## src/rtl/vga_buffer_arbiter_pkg.sv

```systemverilog
// Shared constants and types for the VGA frame-RAM arbiter.
// Image geometry defaults match the 320x240x12 frame buffer.
package vga_buffer_arbiter_pkg;

    localparam int IMAGE_WIDTH  = 320;
    localparam int IMAGE_HEIGHT = 240;
    localparam int VGA_ADDR_W   = 17;
    localparam int WR_WAIT_DEF  = 8;

    localparam int PIX_W = 12;
    localparam int ROW_W = 8;
    localparam int COL_W = 9;

    // One slot of the display read pipe: a live read and whether it hit the image.
    typedef struct packed {
        logic valid;
        logic oob;
    } rd_stage_t;

    // Down-counter width able to hold max_wait; never narrower than one bit.
    function automatic int wait_width(input int max_wait);
        return (max_wait > 0) ? $clog2(max_wait + 1) : 1;
    endfunction

endpackage

```

## src/rtl/vga_buffer_arbiter_pixel_addr_calc.sv

```systemverilog
// Row/column to linear frame-RAM word address, plus an in-image flag.
// Purely combinational; one copy serves the display side, one the writer.
module vga_buffer_arbiter_pixel_addr_calc
    import vga_buffer_arbiter_pkg::*;
#(
    parameter int IMG_W  = IMAGE_WIDTH,
    parameter int IMG_H  = IMAGE_HEIGHT,
    parameter int ADDR_W = VGA_ADDR_W
) (
    input  logic [ROW_W-1:0]  row,
    input  logic [COL_W-1:0]  col,
    output logic [ADDR_W-1:0] addr,
    output logic              in_range
);

    // Constant multiply reduces to (row<<8)+(row<<6) for a 320-pixel line.
    always_comb begin
        addr     = ADDR_W'(row) * ADDR_W'(IMG_W) + ADDR_W'(col);
        in_range = (32'(row) < 32'(IMG_H)) && (32'(col) < 32'(IMG_W));
    end

endmodule

```

## src/rtl/vga_buffer_arbiter.sv

```systemverilog
// Single-port frame-RAM arbiter: display reads have priority, the mask writer
// takes free cycles, and a bounded-wait guard forces a write after WR_MAX_WAIT stalls.
module vga_buffer_arbiter
    import vga_buffer_arbiter_pkg::*;
#(
    parameter int IMG_W       = IMAGE_WIDTH,
    parameter int IMG_H       = IMAGE_HEIGHT,
    parameter int ADDR_W      = VGA_ADDR_W,
    parameter int WR_MAX_WAIT = WR_WAIT_DEF
) (
    input  logic              clk,
    input  logic              rst,
    input  logic              disp_req,
    input  logic [ROW_W-1:0]  disp_row,
    input  logic [COL_W-1:0]  disp_col,
    output logic [PIX_W-1:0]  disp_pixel,
    output logic              disp_valid,
    input  logic              wr_valid,
    output logic              wr_ready,
    input  logic [ROW_W-1:0]  wr_row,
    input  logic [COL_W-1:0]  wr_col,
    input  logic [PIX_W-1:0]  wr_pixel,
    output logic [ADDR_W-1:0] ram_addr,
    output logic              ram_we,
    output logic [PIX_W-1:0]  ram_wdata,
    input  logic [PIX_W-1:0]  ram_rdata,
    output logic              frame_done,
    output logic              disp_miss,
    output logic              wr_oob
);

    localparam int                WAIT_W    = wait_width(WR_MAX_WAIT);
    localparam logic [WAIT_W-1:0] WAIT_LOAD = WAIT_W'(WR_MAX_WAIT);
    localparam logic [ADDR_W-1:0] LAST_ADDR = ADDR_W'(IMG_W * IMG_H - 1);
    localparam bit                GUARD_EN  = (WR_MAX_WAIT != 0);

    logic [ADDR_W-1:0] disp_addr;
    logic [ADDR_W-1:0] wr_addr;
    logic              disp_in_range;
    logic              wr_in_range;

    logic [WAIT_W-1:0] wait_left;
    logic              guard_hit;
    logic              wr_xfer;
    logic              rd_grant;
    logic              rd_drop;

    rd_stage_t         rd_s1;
    rd_stage_t         rd_s2;

    vga_buffer_arbiter_pixel_addr_calc #(
        .IMG_W  (IMG_W),
        .IMG_H  (IMG_H),
        .ADDR_W (ADDR_W)
    ) u_disp_addr (
        .row      (disp_row),
        .col      (disp_col),
        .addr     (disp_addr),
        .in_range (disp_in_range)
    );

    vga_buffer_arbiter_pixel_addr_calc #(
        .IMG_W  (IMG_W),
        .IMG_H  (IMG_H),
        .ADDR_W (ADDR_W)
    ) u_wr_addr (
        .row      (wr_row),
        .col      (wr_col),
        .addr     (wr_addr),
        .in_range (wr_in_range)
    );

    // Grant for this cycle; the RAM port registers pick up the winner next edge.
    always_comb begin
        guard_hit = GUARD_EN && (wait_left == '0);
        wr_ready  = ~rst & (~disp_req | guard_hit);
        wr_xfer   = wr_valid & wr_ready;
        rd_grant  = disp_req & ~rst & ~wr_xfer;
        rd_drop   = disp_req & wr_xfer;
    end

    // Down-counter of remaining stall cycles; reloaded whenever the writer is not stalled.
    always_ff @(posedge clk) begin
        if (rst) begin
            wait_left <= WAIT_LOAD;
        end else if (!wr_valid || wr_xfer) begin
            wait_left <= WAIT_LOAD;
        end else if (wait_left != '0) begin
            wait_left <= wait_left - WAIT_W'(1);
        end
    end

    always_ff @(posedge clk) begin
        if (rst) begin
            ram_addr   <= '0;
            ram_we     <= 1'b0;
            ram_wdata  <= '0;
            frame_done <= 1'b0;
            disp_miss  <= 1'b0;
            wr_oob     <= 1'b0;
        end else begin
            ram_we     <= 1'b0;
            frame_done <= 1'b0;
            if (wr_xfer) begin
                if (wr_in_range) begin
                    ram_we     <= 1'b1;
                    ram_addr   <= wr_addr;
                    ram_wdata  <= wr_pixel;
                    frame_done <= (wr_addr == LAST_ADDR);
                end else begin
                    wr_oob <= 1'b1;
                end
            end else if (rd_grant && disp_in_range) begin
                ram_addr <= disp_addr;
            end
            if (rd_drop) begin
                disp_miss <= 1'b1;
            end
        end
    end

    // Read pipe: s1 aligns with ram_addr, s2 with ram_rdata, then the output register.
    always_ff @(posedge clk) begin
        if (rst) begin
            rd_s1      <= '0;
            rd_s2      <= '0;
            disp_valid <= 1'b0;
            disp_pixel <= '0;
        end else begin
            rd_s1      <= '{valid: rd_grant, oob: ~disp_in_range};
            rd_s2      <= rd_s1;
            disp_valid <= rd_s2.valid;
            if (rd_s2.valid) begin
                disp_pixel <= rd_s2.oob ? '0 : ram_rdata;
            end
        end
    end

endmodule

```

## config.mk

```make
export PLATFORM = sky130hd
export DESIGN_NAME = vga_buffer_arbiter
export DESIGN_NICKNAME = d
export VERILOG_FILES = /design/src/rtl/vga_buffer_arbiter_pkg.sv /design/src/rtl/vga_buffer_arbiter_pixel_addr_calc.sv /design/src/rtl/vga_buffer_arbiter.sv
export SDC_FILE = /design/constraint.sdc
export NUM_CORES = 1
export LEC_CHECK = 0
export ABC_CLOCK_PERIOD_IN_PS = 4600
export BUFFER_PORTS_ARGS = -buffer_cell sky130_fd_sc_hd__buf_4
export CAP_MARGIN = 5
export CELL_PAD_IN_SITES_DETAIL_PLACEMENT = 0
export CELL_PAD_IN_SITES_GLOBAL_PLACEMENT = 1
export CORE_ASPECT_RATIO = 0.6
export CORE_MARGIN = 2
export CORE_UTILIZATION = 38
export CTS_CLUSTER_SIZE = 30
export DETAILED_ROUTE_END_ITERATION = 8
export PLACE_DENSITY = 0.92
export SLEW_MARGIN = 10
export SYNTH_ARGS = -nofsm -noshare
export SYNTH_HDL_FRONTEND = slang
export SYNTH_SLANG_ARGS = --single-unit
```

## constraint.sdc

```tcl
create_clock -name clk -period 4.6 [get_ports clk]
set_clock_uncertainty 0.15 [all_clocks]
set_input_delay 0.69 -clock clk [delete_from_list [all_inputs] [get_ports clk]]
set_output_delay 0.69 -clock clk [all_outputs]
set_load 0.02 [all_outputs]
```

# [After elaboration in Yosys (flattened, before gate mapping)]
# Index checks and enable logic that the tools add are counted.
[totals] inputBits=62 regBits=54 wordCells=54 output_inout_bits=47
[op_classes] reduce_logical=14 bitwise=11 n_lt_le_gt_ge=4 mul=2 muxes=5 eq_ne=2 addsub=3
[op_table] operator="two-way mux 17 bit" n=3
[op_table] operator="adder 17 x 9 -> 17 bit" n=2
[op_table] operator="multiplier 8 x 3 -> 11 bit (second input constant)" n=2
[op_table] operator="< comparator 9 bit (second input constant)" n=2
[op_table] operator="equality test 17 bit (second input constant)" n=1
[op_table] operator="< comparator 8 bit (second input constant)" n=2
[op_table] operator="two-way mux 12 bit" n=1
[op_table] operator="AND reduction 2 bit" n=3
[op_table] operator="bitwise AND 1 bit" n=5
[op_table] operator="inverter 1 bit" n=5
[op_table] operator="zero test 4 bit" n=1
[op_table] operator="nonzero test 4 bit" n=1
[op_table] operator="OR reduction 2 bit" n=2
[op_table] operator="subtractor 4 x 1 -> 4 bit (second input constant)" n=1
[op_table] operator="logical AND 1 bit" n=3
[op_table] operator="OR reduction 3 bit" n=1
[op_table] operator="!= test 2 x 1 -> 1 bit (second input constant)" n=1
[op_table] operator="nonzero test 2 bit" n=1
[op_table] operator="zero test 1 bit" n=1
[op_table] operator="logical OR 1 bit" n=1
[op_table] operator="two-way mux 1 bit" n=1
[op_table] operator="bitwise OR 1 bit" n=1

# [Logic depth before layout (Yosys ltp)]
[logic_depth] ltp_word=9 ltp_mapped=9 depth_no_buf=9

# [Modules after synthesis]
# A second synthesis with hierarchy kept.
[hier_totals] cells_unflattened=401 area_unflattened_um2=3638.5
[by_module_without_submodules] module="vga_buffer_arbiter" cells_each=237 area_per_inst_um2=2259.7 seq_area_each_um2=1081.0 n_inst=1
[by_module_without_submodules] module="vga_buffer_arbiter_pixel_addr_calc (u_disp_addr)" cells_each=82 area_per_inst_um2=693.2 seq_area_each_um2=0.0 n_inst=1
[by_module_without_submodules] module="vga_buffer_arbiter_pixel_addr_calc (u_wr_addr)" cells_each=82 area_per_inst_um2=685.7 seq_area_each_um2=0.0 n_inst=1

# [Worst setup path before layout]
# OpenSTA, ideal clock, no wires.
[synth_timing] kind="in2reg" from="in wr_row[1]" to="reg frame_done" stages=9 setup_ns=0.092 setup_slack_ns=1.142 arrival_time_ns=3.216 n_path_buf=0 t_required_ns=4.358 path_cell_list="ha_1 -> ha_1 -> fa_1 -> a211oi_2 -> o22ai_2 -> or4b_4 -> o41ai_2 -> nor3_1 -> nor4_1"
[synth_between] elab_chain_len=4 word_cells_on_any_way=7 cone_classes="add/sub: 1; mul: 1; order compare: 1; eq/ne: 1; bitwise: 1; reduce/logical: 2"
[synth_rtl] item="start: declaration" line="vga_buffer_arbiter.sv:20" text="input logic [ROW_W-1:0] wr_row,"
[synth_rtl] item="branches (longest 4 deep; another with adder 17 x 9 -> 17 bit)"
[synth_rtl] item="end signal: assignment" line="vga_buffer_arbiter.sv:109" text="frame_done <= (wr_addr == LAST_ADDR);"
[synth_rtl] item="end: declaration" line="vga_buffer_arbiter.sv:27" text="output logic frame_done,"
# Several ways; the timed one is not identified.
# A chain may end at the register's enable or synchronous reset.

# [Worst setup path after layout]
# Same ends and word-level chain as after synthesis.

==> impl_results.md <==
* Reg-to-Reg End: ram_addr[11]
* CTS Root Cell: clkbuf_16
* N_diodes at 0
* VDD IR-drop max at 0.175 mV
* Remaining antenna violation count after routing at 0
* FF+latch count, synth at 54
* Vias in the first global route at ~3000
* Worst EP arrival at 3.60 ns
* Sequential-to-total area share from yosys stat at between 30% and 40%
* CTS resizes at 0
* Setup WS pre-CTS at about 0.79 ns
* Met3 usage at under 10%
* Cell Rows at 26
* Synth warn at 0
* Critical R2R Launch: wait_left[0]
* Hold EP: rd_s2[1]
* P_leak at 2.04 nW
* Worst Reg-to-Reg Cells at 10
* Status: finished clean
* Async SR Flop Fraction at 0%
* Syn Nets at about 470
* Syn Area/Cell at ~9 sq um
* CTS Sinks at 54
* Grt met1 use at ~29%
* Max-slew violations at 0
* Area Overhead vs Synth at 32.5%
* Clk pin slew, worst setup/hold paths at around 0.070 ns
* Final total power at between 0.001 and 0.0015 W
* DRT Pass-1 Iters at 4
* Placer Congestion at 0.895
* Largest cells by area after synthesis: dfxtp_1 32%, ha_1 12%, nor2_1 5.4%
* Crit-path slowest cell: or4b_4
* Setup violators final at 0
* Final net count at about 580
* Top-Level Pins at roughly 110
* Synthesized instance count at 376
* Gr usage total at 19.2%
* Worst setup EP type: flip-flop
* Grt total ovfl at 0
* Fin crit period at between 3 and 4 ns
* Total Routed Length at between 9000 and 10000 microns
* CTS Hold Bufs at 0
* Worst stage delay on the critical path at ~0.52 ns
* Core ar. at about 8600 sq um
* WHS at 0.288 ns
* Gr busiest metal: met1
* Critical path data required time at roughly 4.7 ns
* Vias post-DR at 3167
* Initial cell density of the core at between 30% and 40%
* Fmax at roughly 0.28 GHz
* First-pass GRT wire length at roughly 15000 microns
* Reg2Reg Setup Slack at about 1.7 ns
* CTS tree: done
* TritonCTS Buffers at 5
* Count of input and output buffers at 108
* Hold Path Origin: rd_s1[1]
* EDFF count, synth at 0
* Critical path peak fanout at 5
* Worst hold stages at 1
* Ratio of cells with drive above 1 in the final layout at between 20 and 30%
* Mapped cell area at approximately 3400 sq um
* Die height at between 70 and 80 microns
* Most used cell, CP: ha_1
* Final period util at around 77%
* Setup WS post-layout at between 1 and 1.5 ns
* CTS Buffer Depth at 2
* Post-synth top flop: dfxtp_1
* Total of max-cap violations at 0
* DR WL/cell at roughly 15 microns
* CTS H-Tree Depth at 2
* Final Util at 52.1%
* Worst Path Class, Setup: input port to flip-flop
* DP HPWL at roughly 7300 microns
* Setup_tns at 0 ns
* Hold WC Path Type: flip-flop to flip-flop
* Slew @ Worst Pin at between 0.8 and 0.9 ns
* Power Dens Cells at around 300 nW/um^2
* Fin. Hold Viols at 0
* Largest net degree at the start of global routing at 47
* DIE AREA at approximately 9600 sq um
* Netlist cell types at 60
* Leading area contributor after synthesis: dfxtp_1
* Total setup buffers inserted after CTS at 0
* Worst-Skew Late Latency at just under 0.3 ns
* Met2 usage in global routing at 28.3%
* Die Wd at approximately 130 microns
* Unrepaired setup endpoints after global routing: false
* DRT iter0 DRCs at between 150 and 200
* CP cell instances: buf_4 -> ha_1 -> ha_1 -> fa_1 -> a211oi_2 -> o22ai_2 -> or4b_4 -> o41ai_2 -> nor3_1 -> nor4_1
* Initial antenna violation count at 0
* Slew headroom at a little under half
* DRC viols at 0
* Type of origin of the critical path: input port
* Via/cell ratio at approximately 5.3
* Yosys top cell area share at 32.2%
-- area by class of cell --
| cell class | count | area (sq um) |
|---|---|---|
| fillers | 825 | 4100 |
| multi-input cells | 298 | 2190 |
| flip-flops and latches | 54 | 1080 |
| repair buffers | 111 | 833 |
| well taps | 112 | 140 |
| clock buffers | 5 | 125 |
| inverters | 12 | 45.0 |
| clock inverters | 3 | 43.8 |
-- synth_stat cells, drive strengths merged (2+ instances only) --
master and instances:
or4 2, a31oi 3, and3 4, a32o 2, xnor2 9, buf 4
o21a 4, nand3b 2, dfxtp 54, clkbuf 8, a21oi 22, nand3 5
a211oi 8, xor2 7, nor3 6, a311oi 9, nor3b 4, or2 3
o211ai 4, nor2 49, nor4 4, o211a 3, o21ai 14, or4b 3
nor2b 19, nand4 6, a21o 6, ha 31, inv 12, mux2i 15
nand2b 2, nand2 25, fa 4, o2111a 2, a211o 4
-- placed cells by master, fill, tap and decap left out, types with 6 or more instances in the layout --
| cell type | n |
|---|---|
| nand2_1 | 25 |
| a21o_1 | 6 |
| nor2b_1 | 19 |
| mux2i_1 | 15 |
| dfxtp_1 | 54 |
| inv_1 | 12 |
| a211oi_1 | 6 |
| xnor2_1 | 9 |
| nor3_1 | 6 |
| nand4_1 | 6 |
| a311oi_1 | 9 |
| nor2_1 | 48 |
| buf_4 | 111 |
| o21ai_0 | 13 |
| ha_1 | 31 |
| xor2_1 | 7 |
| a21oi_1 | 22 |
-- critical path: cells and delay by family --
family	cells	cell delay (ns)
adder cells (fa/ha/maj)	3	0.96
AO/OA/AOI/OAI	3	0.94
AND/OR/NAND/NOR	3	0.89
buffers and inverters	1	0.13
-- sequential cells by signal, indices dropped and copies added (netlist names) --
signal and flops:
disp_miss 1, disp_pixel 12, disp_valid 1, frame_done 1
ram_addr 17, ram_wdata 12, ram_we 1, rd_s1 2
rd_s2 2, wait_left 4, wr_oob 1
-- logic make-up after synthesis --
family                     share of synthesized area [%]
and+or+nand+nor                                     21.4
AOI/OAI and AO/OA                                   20.2
DFF                                                 32.2
adders and majority gates                           13.9
buffers and inverters                               2.79
xor gates and xnor gates                            4.99
muxes                                               4.47
-- power by group --
part,internal (W),switching (W),leakage (nW),total (W)
clock,0.000258,0.000173,0.0842,0.000430
sequential,0.000493,0.0000153,0.441,0.000509
combinational,0.000191,0.000231,1.52,0.000422
total,0.000942,0.000419,2.04,0.00136
-- worst max path at each step --
stage / endpoint / startpoint / depth (start not counted)
CTS: frame_done / wr_row[1] / 10
detailed placement: ram_addr[16] / wr_row[1] / 10
global route: frame_done / wr_row[1] / 10
global placement: frame_done / wr_row[1] / 10
floorplan: frame_done / wr_row[1] / 9
finish: frame_done / wr_row[1] / 10
-- per-layer routing --
metal	vias to the layer above	share of wire (%)
met2	97	42
met1	1473	51
li1	1590	-
met4	0	0.65
met5	-	0
met3	7	6.2
-- metrics by stage --
stage	cells	instance area, sq um
CTS	595	4450
floorplan	376	3360
global route	595	4450
global placement	587	4290
detailed placement	587	4290
finish	595	4450
No activity file was read; power rests on OpenSTA's default activity.
